$ cat src/rtl/ws2812_pkg.sv
// Shared WS2812 definitions: receiver FSM states, word size and default
// timing constants (in clk_sys cycles at 50 MHz) also used by the transmitter side.
package ws2812_pkg;

   typedef enum logic [1:0] {
      ST_SYNC,
      ST_IDLE,
      ST_HIGH,
      ST_LOW
   } state_t;

   localparam int GRB_BITS           = 24;
   localparam int CNT_W              = 16;
   localparam int DEF_T_THRESH_CLK   = 30;
   localparam int DEF_T_MIN_HIGH_CLK = 5;
   localparam int DEF_T_MAX_HIGH_CLK = 100;
   localparam int DEF_T_RESET_CLK    = 2500;
   localparam int DEF_MAX_PIXELS     = 109;

   function automatic logic [CNT_W-1:0] sat_inc(input logic [CNT_W-1:0] v);
      return (v == {CNT_W{1'b1}}) ? v : v + 1'b1;
   endfunction

endpackage

$ cat src/rtl/sync_2ff.sv
// Two-flop synchronizer for the asynchronous LED line; adds two cycles of latency.
module sync_2ff (
   input  logic clk,
   input  logic reset,
   input  logic d,
   output logic q
);

   logic meta;

   always_ff @(posedge clk) begin
      if (reset) begin
         meta <= 1'b0;
         q    <= 1'b0;
      end else begin
         meta <= d;
         q    <= meta;
      end
   end

endmodule

$ cat src/rtl/ws2812_rx.sv
// WS2812 one-wire receiver: decodes GRB pixels and latch frames from din.
// Define WS2812_RX_FORWARD_EN to build the cascade output (dout) that passes on pixels 1..N.
//
// state | meaning
// SYNC  | lost or unknown framing; waiting for T_RESET_CLK of continuous low
// IDLE  | framed, line low, waiting for the first high of a bit
// HIGH  | measuring the high part of a bit
// LOW   | measuring the low part of a bit; a long low is the latch
module ws2812_rx
   import ws2812_pkg::*;
#(
   parameter int T_THRESH_CLK   = DEF_T_THRESH_CLK,
   parameter int T_MIN_HIGH_CLK = DEF_T_MIN_HIGH_CLK,
   parameter int T_MAX_HIGH_CLK = DEF_T_MAX_HIGH_CLK,
   parameter int T_RESET_CLK    = DEF_T_RESET_CLK,
   parameter int MAX_PIXELS     = DEF_MAX_PIXELS
) (
   input  logic        clk,
   input  logic        reset,
   input  logic        din,
   output logic        pix_valid,
   output logic [23:0] pix_data,
   output logic [7:0]  pix_index,
   output logic        frame_done,
   output logic [7:0]  frame_pixels,
   output logic        bit_err,
   output logic        overflow,
   output logic        dout
);

   localparam logic [CNT_W-1:0] THRESH = CNT_W'(T_THRESH_CLK);
   localparam logic [CNT_W-1:0] MIN_H  = CNT_W'(T_MIN_HIGH_CLK);
   localparam logic [CNT_W-1:0] MAX_H1 = CNT_W'(T_MAX_HIGH_CLK + 1);
   localparam logic [CNT_W-1:0] RST_L  = CNT_W'(T_RESET_CLK);
   localparam logic [CNT_W-1:0] MAXP   = CNT_W'(MAX_PIXELS);
   localparam logic [4:0]       LAST_BIT = 5'(GRB_BITS - 1);

   logic             din_s;
   state_t           state;
   logic [CNT_W-1:0] hcnt, lcnt, pix_cnt;
   logic [CNT_W-1:0] hcnt_inc, lcnt_inc;
   logic [4:0]       bit_cnt;
   logic [23:0]      shreg, sh_next;
   logic             bit_val, pix_done_now, latch_now;

   sync_2ff u_sync (
      .clk   (clk),
      .reset (reset),
      .d     (din),
      .q     (din_s)
   );

   always_comb begin
      hcnt_inc     = sat_inc(hcnt);
      lcnt_inc     = sat_inc(lcnt);
      bit_val      = (hcnt >= THRESH);
      sh_next      = {shreg[22:0], bit_val};
      pix_done_now = (state == ST_HIGH) && !din_s && (hcnt >= MIN_H) && (bit_cnt == LAST_BIT);
      latch_now    = (state == ST_LOW) && !din_s && (lcnt_inc == RST_L);
   end

   always_ff @(posedge clk) begin
      if (reset) begin
         state        <= ST_SYNC;
         hcnt         <= '0;
         lcnt         <= '0;
         pix_cnt      <= '0;
         bit_cnt      <= '0;
         shreg        <= '0;
         pix_valid    <= 1'b0;
         pix_data     <= '0;
         pix_index    <= '0;
         frame_done   <= 1'b0;
         frame_pixels <= '0;
         bit_err      <= 1'b0;
         overflow     <= 1'b0;
      end else begin
         pix_valid  <= 1'b0;
         frame_done <= 1'b0;
         bit_err    <= 1'b0;
         if (frame_done)
            overflow <= 1'b0;

         case (state)
            ST_SYNC: begin
               if (din_s) begin
                  lcnt <= '0;
               end else if (lcnt_inc == RST_L) begin
                  lcnt  <= '0;
                  state <= ST_IDLE;
               end else begin
                  lcnt <= lcnt_inc;
               end
            end

            ST_IDLE: begin
               if (din_s) begin
                  hcnt  <= CNT_W'(1);
                  state <= ST_HIGH;
               end
            end

            ST_HIGH: begin
               if (din_s) begin
                  // Stuck-high line: drop the partial word and re-acquire framing.
                  if (hcnt_inc == MAX_H1) begin
                     bit_err <= 1'b1;
                     bit_cnt <= '0;
                     shreg   <= '0;
                     lcnt    <= '0;
                     state   <= ST_SYNC;
                  end else begin
                     hcnt <= hcnt_inc;
                  end
               end else begin
                  lcnt  <= CNT_W'(1);
                  state <= ST_LOW;
                  if (hcnt < MIN_H) begin
                     bit_err <= 1'b1;
                  end else if (pix_done_now) begin
                     bit_cnt <= '0;
                     shreg   <= '0;
                     if (pix_cnt < MAXP) begin
                        pix_valid <= 1'b1;
                        pix_data  <= sh_next;
                        pix_index <= pix_cnt[7:0];
                        pix_cnt   <= pix_cnt + 1'b1;
                     end else begin
                        overflow <= 1'b1;
                     end
                  end else begin
                     bit_cnt <= bit_cnt + 5'd1;
                     shreg   <= sh_next;
                  end
               end
            end

            ST_LOW: begin
               if (din_s) begin
                  hcnt  <= CNT_W'(1);
                  state <= ST_HIGH;
               end else if (latch_now) begin
                  frame_done   <= 1'b1;
                  frame_pixels <= pix_cnt[7:0];
                  bit_err      <= (bit_cnt != '0);
                  bit_cnt      <= '0;
                  shreg        <= '0;
                  pix_cnt      <= '0;
                  lcnt         <= '0;
                  state        <= ST_IDLE;
               end else begin
                  lcnt <= lcnt_inc;
               end
            end

            default: state <= ST_SYNC;
         endcase
      end
   end

`ifdef WS2812_RX_FORWARD_EN
   logic pix0_done, fwd_en;

   // Forwarding opens the cycle after pixel 0 is consumed and closes on the latch.
   always_ff @(posedge clk) begin
      if (reset) begin
         pix0_done <= 1'b0;
         fwd_en    <= 1'b0;
      end else begin
         pix0_done <= pix_done_now && (pix_cnt == '0);
         if (latch_now || state == ST_SYNC)
            fwd_en <= 1'b0;
         else if (pix0_done)
            fwd_en <= 1'b1;
      end
   end

   assign dout = fwd_en & din_s;
`else
   assign dout = 1'b0;
`endif

endmodule

$ cat config.mk
export PLATFORM = sky130hd
export DESIGN_NAME = ws2812_rx
export DESIGN_NICKNAME = d
export VERILOG_FILES = /design/src/rtl/ws2812_pkg.sv /design/src/rtl/sync_2ff.sv /design/src/rtl/ws2812_rx.sv
export SDC_FILE = /design/constraint.sdc
export NUM_CORES = 1
export LEC_CHECK = 0
export ABC_AREA = 0
export CAP_MARGIN = 20
export CELL_PAD_IN_SITES_DETAIL_PLACEMENT = 1
export CELL_PAD_IN_SITES_GLOBAL_PLACEMENT = 2
export CORE_UTILIZATION = 36
export CTS_BUF_LIST = sky130_fd_sc_hd__clkbuf_4 sky130_fd_sc_hd__clkbuf_8 sky130_fd_sc_hd__clkbuf_16
export CTS_CLUSTER_DIAMETER = 150
export DETAILED_ROUTE_END_ITERATION = 10
export HOLD_SLACK_MARGIN = 0.05
export PLACE_DENSITY_LB_ADDON = 0.1
export SLEW_MARGIN = 20
export SYNTH_ARGS = -nofsm -noshare
export SYNTH_HDL_FRONTEND = slang
export SYNTH_SLANG_ARGS = --single-unit
export TNS_END_PERCENT = 100
$ cat constraint.sdc
create_clock -name clk -period 4.15 [get_ports clk]
set_input_delay 0.415 -clock clk [delete_from_list [all_inputs] [get_ports clk]]
set_output_delay 0.415 -clock clk [all_outputs]
set_load 0.005 [all_outputs]
==> results of run 1 <==
placed cells by master, fill, tap and decap left out, types with 18 or more instances in the layout:
| cell type | Yosys | layout |
|---|---|---|
| dfxtp_1 | 124 | 124 |
| nand2_1 | 118 | 118 |
| a21oi_1 | 69 | 69 |
| clkdlybuf4s50_1 | 0 | 45 |
| nor2_1 | 43 | 43 |
| nand3_1 | 29 | 29 |
| nor3_1 | 23 | 23 |
| a22o_1 | 20 | 20 |
| nand4_1 | 18 | 18 |
per-stage QoR:
step	util, %	cells	total power [uW]
after floorplan	-	721	1270
after global placement	39.5	940	1280
after detailed placement	39.5	940	1280
after CTS	43.1	972	2790
after global routing	43.1	972	2860
final	43.1	972	2760
power groups by stage:
stage | clock [uW] | sequential [uW] | combinational (uW)
CTS | 1540 | 1200 | 51.2
global placement | 0 | 1230 | 50.4
finish | 1510 | 1200 | 51.0
floorplan | 0 | 1220 | 42.9
global route | 1600 | 1200 | 57.0
detailed placement | 0 | 1230 | 50.8
path summary, 6_finish.rpt:
check             cells past startpoint              startpoint                        end  slack (ps)
setup / recovery                      9    hcnt[0]$_SDFFE_PP0P_       lcnt[5]$_SDFFE_PP0P_         730
hold / removal                        2  shreg[22]$_SDFFE_PP0P_  pix_data[23]$_SDFFE_PP0P_         450
setup reg to reg                      9    hcnt[0]$_SDFFE_PP0P_       lcnt[5]$_SDFFE_PP0P_         730
hold reg to reg                       2  shreg[22]$_SDFFE_PP0P_  pix_data[23]$_SDFFE_PP0P_         450
logic make-up (layout without fill, tap and decap cells):
logic type / after synthesis / count (layout)
adders and majority gates: 8 / 8
other: 1 / 1
xor gates and xnor gates: 12 / 12
AOI/OAI and AO/OA: 186 / 186
buffers and inverters: 74 / 105
muxes: 5 / 5
and+or+nand+nor: 311 / 311
DFF: 124 / 124
routing by layer:
metal  vias up  GRT usage, %  wire (um)
met5         -             0          0
met4         0          8.24        445
met1      2724          26.9       8210
met2       113          35.1       8440
li1       2661             -          -
met3        42          4.46        607
sequential cells by signal, indices dropped and copies added (netlist names), 2 cells and up:
register and count:
pix_index 8, shreg 23, frame_pixels 8, pix_data 24, bit_cnt 5, pix_cnt 16, lcnt 16, hcnt 16
state 2
final cells by class:
class / instances / area, um^2
flip-flops and latches: 124 / 2480
multi-input cells: 523 / 3190
clock buffers: 17 / 425
well taps: 220 / 275
inverters: 18 / 81.3
repair buffers: 55 / 523
clock inverters: 15 / 165
fillers: 1974 / 9440
critical path: cells and delay by family, from the launching register on:
| family | cells | cell delay [ps] |
|---|---|---|
| flops | 1 | 480 |
| fa+ha+maj | 1 | 340 |
| compound gates | 4 | 1110 |
| simple gates | 4 | 1390 |
==> impl_metrics.yaml, run 1 <==
setup_path:
  path_cells: "ha_1 > nand4_1 > or4_4 > a311oi_2 > a31oi_2 > nor3_2 > a211o_1 > nand2_1 > o32ai_1"
  cp-end-kind: "register"
  critPathMaxStageDelay_ps: 640
  critPathKind: "register to register"
  crit_path_start_kind: "register"
  worst_path_max_delay_cell: "or4_4"
  crit_required_ps: 4480
  crit_fanout: 11
  arrival_ps: 3740
finish:
  final_area_mm2: 0.00714
  final_nets: 750
  num_antenna_cells: 0
  area_growth_syn_to_layout_pct: 17.0
  drive_gt1_share_pct: 10.1
yosys:
  yosys.area_share.simple_pct: 26.8
  syn_inst: 721
  synthArstFlopShare_pct: 0
  synth.most_common_cell: "dfxtp_1"
  synth_area_per_cell_um2: 8.47
  synth-edff-count: 0
  synth_nets: 732
  ys_seq_area_share_pct: 40.7
  ys_seq_elements: 124
  synthTopCellsByCount: "dfxtp_1 (124), nand2_1 (118), a21oi_1 (69), nor2_1 (43), nand3_1 (29)"
  synth-main-ff-cell: "dfxtp_1"
  synthXorXnorAreaFrac_pct: 1.72
  synth_top_area_share_pct: 40.7
  yosys-top-cells-area: "dfxtp_1 (41%), nand2_1 (7.3%), a21oi_1 (5.7%)"
  synthMuxAreaShare_pct: 0.881
  synth_area_mm2: 0.00611
  synth_warnings: 0
  synthAdderAreaFrac_pct: 1.64
  ys_types: 82
  synth_top_family_by_area: "simple AND/OR/NAND/NOR gates"
  synth_top_area_cell: "dfxtp_1"
  synth_compound_gate_area_share_pct: 21.2
drt:
  drt-initial-drc-count: 291
  wl_per_cell_um: 18.2
  routed_via_density: 5.70
  drc: 0
  first_pass_iters: 4
  ant_nets: 0
  wl_mm: 17.7
  via_count: 5540
floorplan:
  rows: 47
  initial_core_util_pct: 36.8
  io_pins: 48
  core_area_mm2: 0.0166
  chipHeight_um: 132
  dieArea_mm2: 0.0175
  die_x_um: 132
grt:
  grt_overflow_total: 0
  grt_pass1_vias: 5690
  grt_usage_pct: 21.2
  grt_pass1_wl_mm: 29.6
  antenna_found_initial: 0
  grt_max_degree: 49
clocking:
  ctsHoldBuffers: 0
  insertion_delay_ps: 420
  clk_pin_slew_worst_paths_ps: 70
  cts_sinks: 124
  numCtsBuffers: 17
  cts_buffer_depth: 2
  cts-resized-gates: 0
  post_cts_buffers: 0
  cts_root_buf: "clkbuf_16"
  cts_tree: "built"
  htree_levels: 4
timing:
  period_minus_slack_ps: 3420
  finClkSkew_ps: 12.4
  setup_viol: 0
  worstMarginPinSlew_ps: 922
  fin_ws_ps: 732
  rsz0062_at_grt: "false"
  maxSlewViolCount: 0
  period_share_pct: 82.4
  hold_ws_ps: 449
  hold_violations: 0
  fin_setup_tns_ps: 0
  max_freq_mhz: 293
  max-slew-margin-rel_pct: 38.5
pwr:
  power_frac_seq_pct: 43.5
  peakVddDrop_mv: 0.318
  p_clk_share_pct: 54.6
  p_comb_share_pct: 1.8
  switching_share_pct: 23.8
  p_leak_uw: 0.00238
  power_switching_uw: 657
  powerDensity_mw_per_mm2: 386
  internal-power_uw: 2100
run:
  cap_viol_max_count: 0
placed_design:
  numPortBuffers: 46
  place_ws_ps: 757
  dp_hpwl_mm: 12.0
  place_area_mm2: 0.00655
  gp_congestion: 0.865
hold_path:
  hold_path_class: "register to register"
status:
  status: "completed"
Note: power is estimated with default switching activity, not from simulation.
==> run 2, diff against run 1 <==
--- a/config.mk
+++ b/config.mk
@@ -9,7 +9,7 @@
 export CAP_MARGIN = 20
 export CELL_PAD_IN_SITES_DETAIL_PLACEMENT = 1
 export CELL_PAD_IN_SITES_GLOBAL_PLACEMENT = 2
-export CORE_UTILIZATION = 36
+export CORE_UTILIZATION = 32
 export CTS_BUF_LIST = sky130_fd_sc_hd__clkbuf_4 sky130_fd_sc_hd__clkbuf_8 sky130_fd_sc_hd__clkbuf_16
 export CTS_CLUSTER_DIAMETER = 150
 export DETAILED_ROUTE_END_ITERATION = 10
==> constraint.sdc (replaced) <==
create_clock -name clk -period 3 [get_ports clk]
set_input_delay 0.3 -clock clk [delete_from_list [all_inputs] [get_ports clk]]
set_output_delay 0.3 -clock clk [all_outputs]
set_load 0.005 [all_outputs]
==> run 2 against run 1 <==
Effect of this change: sequential share of layout area shrank 2.6 points; routed wire length grew 7.9%; total power grew 40%; sequential power grew 38%; first-iteration DRC count shrank 5.2%; largest power group unchanged; global-route usage shrank 1.2 points; register-to-register slack lost 650 ps; design area grew 8.6%; worst setup slack lost 650 ps; count of clock-buffer cells in the layout is the same; die area grew 12%; combinational power grew 75%; critical path type unchanged.
==> impl_metrics.yaml, run 2 (synthesis gave the netlist of run 1 again) <==
status:
  status: "completed"
grt:
  grt_max_degree: 33
  grt_usage_pct: 20.0
  grt_pass1_vias: 5866
  antenna_found_initial: 0
  grt_overflow_total: 0
  grt_pass1_wl_mm: 31.2
setup_path:
  cp-end-kind: "register"
  path_cells: "ha_4 > nand4_1 > nor4_2 > buf_4 > mux2i_2 > o21ai_1 > nor4_4 > o22ai_2 > and2_4 > mux2_2"
  crit_fanout: 12
  worst_path_max_delay_cell: "nor4_4"
  critPathKind: "register to register"
  cp_num_buf_inv: 1
  crit_required_ps: 3310
  arrival_ps: 3230
  crit_path_start_kind: "register"
  critPathMaxStageDelay_ps: 410
  critPathTopFamily: "simple AND/OR/NAND/NOR gates"
drt:
  routed_via_density: 5.46
  first_pass_iters: 5
  wl_mm: 19.1
  wl_per_cell_um: 18.2
  via_count: 5732
  drc: 0
  ant_nets: 0
  drt-initial-drc-count: 276
finish:
  final_nets: 813
  ff_latch_area_mm2: 0.00249
  num_antenna_cells: 0
  regMostFlops: "pix_data"
  area_growth_syn_to_layout_pct: 27.0
  layout_common_cells: "nand2_1 (118), dfxtp_1 (118), a21oi_1 (69), buf_4 (68), clkdlybuf4s50_1 (45)"
  largest_reg_flops: 24
  multi_input_area_mm2: 0.00327
  n_fill_cell: 2189
  drive_gt1_share_pct: 18.8
  reg_top3: "pix_data: 24 flops, shreg: 23 flops"
timing:
  max-slew-margin-rel_pct: 40.1
  hold_violations: 0
  hold_ws_ps: 320
  setup_viol: 0
  max_freq_mhz: 343
  worstMarginPinSlew_ps: 892
  finClkSkew_ps: 8.78
  rsz0062_at_grt: "true"
  period_minus_slack_ps: 2920
  fin_ws_ps: 81.0
  period_share_pct: 97.3
  maxSlewViolCount: 0
clocking:
  cts_root_buf: "clkbuf_16"
  numCtsBuffers: 17
  cts_tree: "built"
  cts_sinks: 124
  clk_pin_slew_worst_paths_ps: 60
  ctsHoldBuffers: 0
  insertion_delay_ps: 430
  cts_buffer_depth: 2
  htree_levels: 4
placed_design:
  place_ws_ps: -76.2
  numPortBuffers: 46
  gp_congestion: 0.894
  dp_hpwl_mm: 13.4
floorplan:
  io_pins: 48
  core_area_mm2: 0.0187
  rows: 50
  initial_core_util_pct: 32.6
  chipHeight_um: 140
  dieArea_mm2: 0.0196
  die_x_um: 140
pwr:
  peakVddDrop_mv: 0.386
  powerDensity_mw_per_mm2: 497
  p_leak_uw: 0.00272
hold_path:
  hold_path_class: "primary input to register"
run:
  cap_viol_max_count: 0
-- run 2: changes by cell type in the layout (fill, tap and decap cells not counted), moves of 2 or more --
cell      delta
dfxtp_1      -6
clkinv_2     -3
buf_12       +3
inv_6        +3
nor4_1       -2
clkinv_4     -3
dfxtp_2      +5
inv_8        +3
buf_4       +59
-- run 2: layer usage --
layer  track usage (%)  share of wire [%]  up-vias
li1                  -                  -     2785
met2              33.7                 48       58
met4              6.30                1.4        0
met1              26.1                 49     2870
met5                 0                  0        -
met3              3.04                2.0       19
-- run 2: timing repair --
item,in CTS,in global routing
hold endpoints to repair,0,0
setup buffers,0,4
pin swaps,2,6
endpoints found under the setup margin,26,72
resized for setup,3,19
gates cloned,0,1
-- run 2: final timing paths --
check                                 start  cells past startpoint                   endpoint  slack, ps
setup / recovery       lcnt[0]$_SDFFE_PP0P_                     10    bit_cnt[0]$_SDFFE_PP0P_         80
hold / removal                        reset                      2       pix_valid$_SDFF_PP0_        320
setup reg to reg       lcnt[0]$_SDFFE_PP0P_                     10    bit_cnt[0]$_SDFFE_PP0P_         80
hold reg to reg   pix_data[15]$_SDFFE_PP0P_                      2  pix_data[15]$_SDFFE_PP0P_        450
-- run 2: power by group --
group,total [uW],internal (uW),switching [uW],leakage [uW]
Combinational,89.3,28.1,61.2,0.00143
Sequential,1660,1650,9.54,0.00100
Clock,2110,1190,918,0.000288
Total,3860,2870,988,0.00272
-- run 2: layout make-up --
cell class / instances / area share [%]
repair buffers: 117 / 13.2
multi-input cells: 524 / 42.1
clock inverters: 15 / 2.19
flip-flops and latches: 124 / 32.1
inverters: 18 / 1.05
well taps: 234 / 3.77
clock buffers: 17 / 5.48
-- run 2: per-stage QoR --
step / TNS [ps] / cells / power (uW) / cell area (um^2) / utilization, %
after global placement: -544 / 1012 / 1780 / 7040 / 37.7
after CTS: 0 / 1044 / 3910 / 7660 / 40.9
final: 0 / 1049 / 3860 / 7760 / 41.5
after floorplan: 0 / 721 / 1750 / 6110 / -
after global routing: -908 / 1049 / 3990 / 7760 / 41.5
after detailed placement: -1070 / 1012 / 1780 / 7040 / 37.7
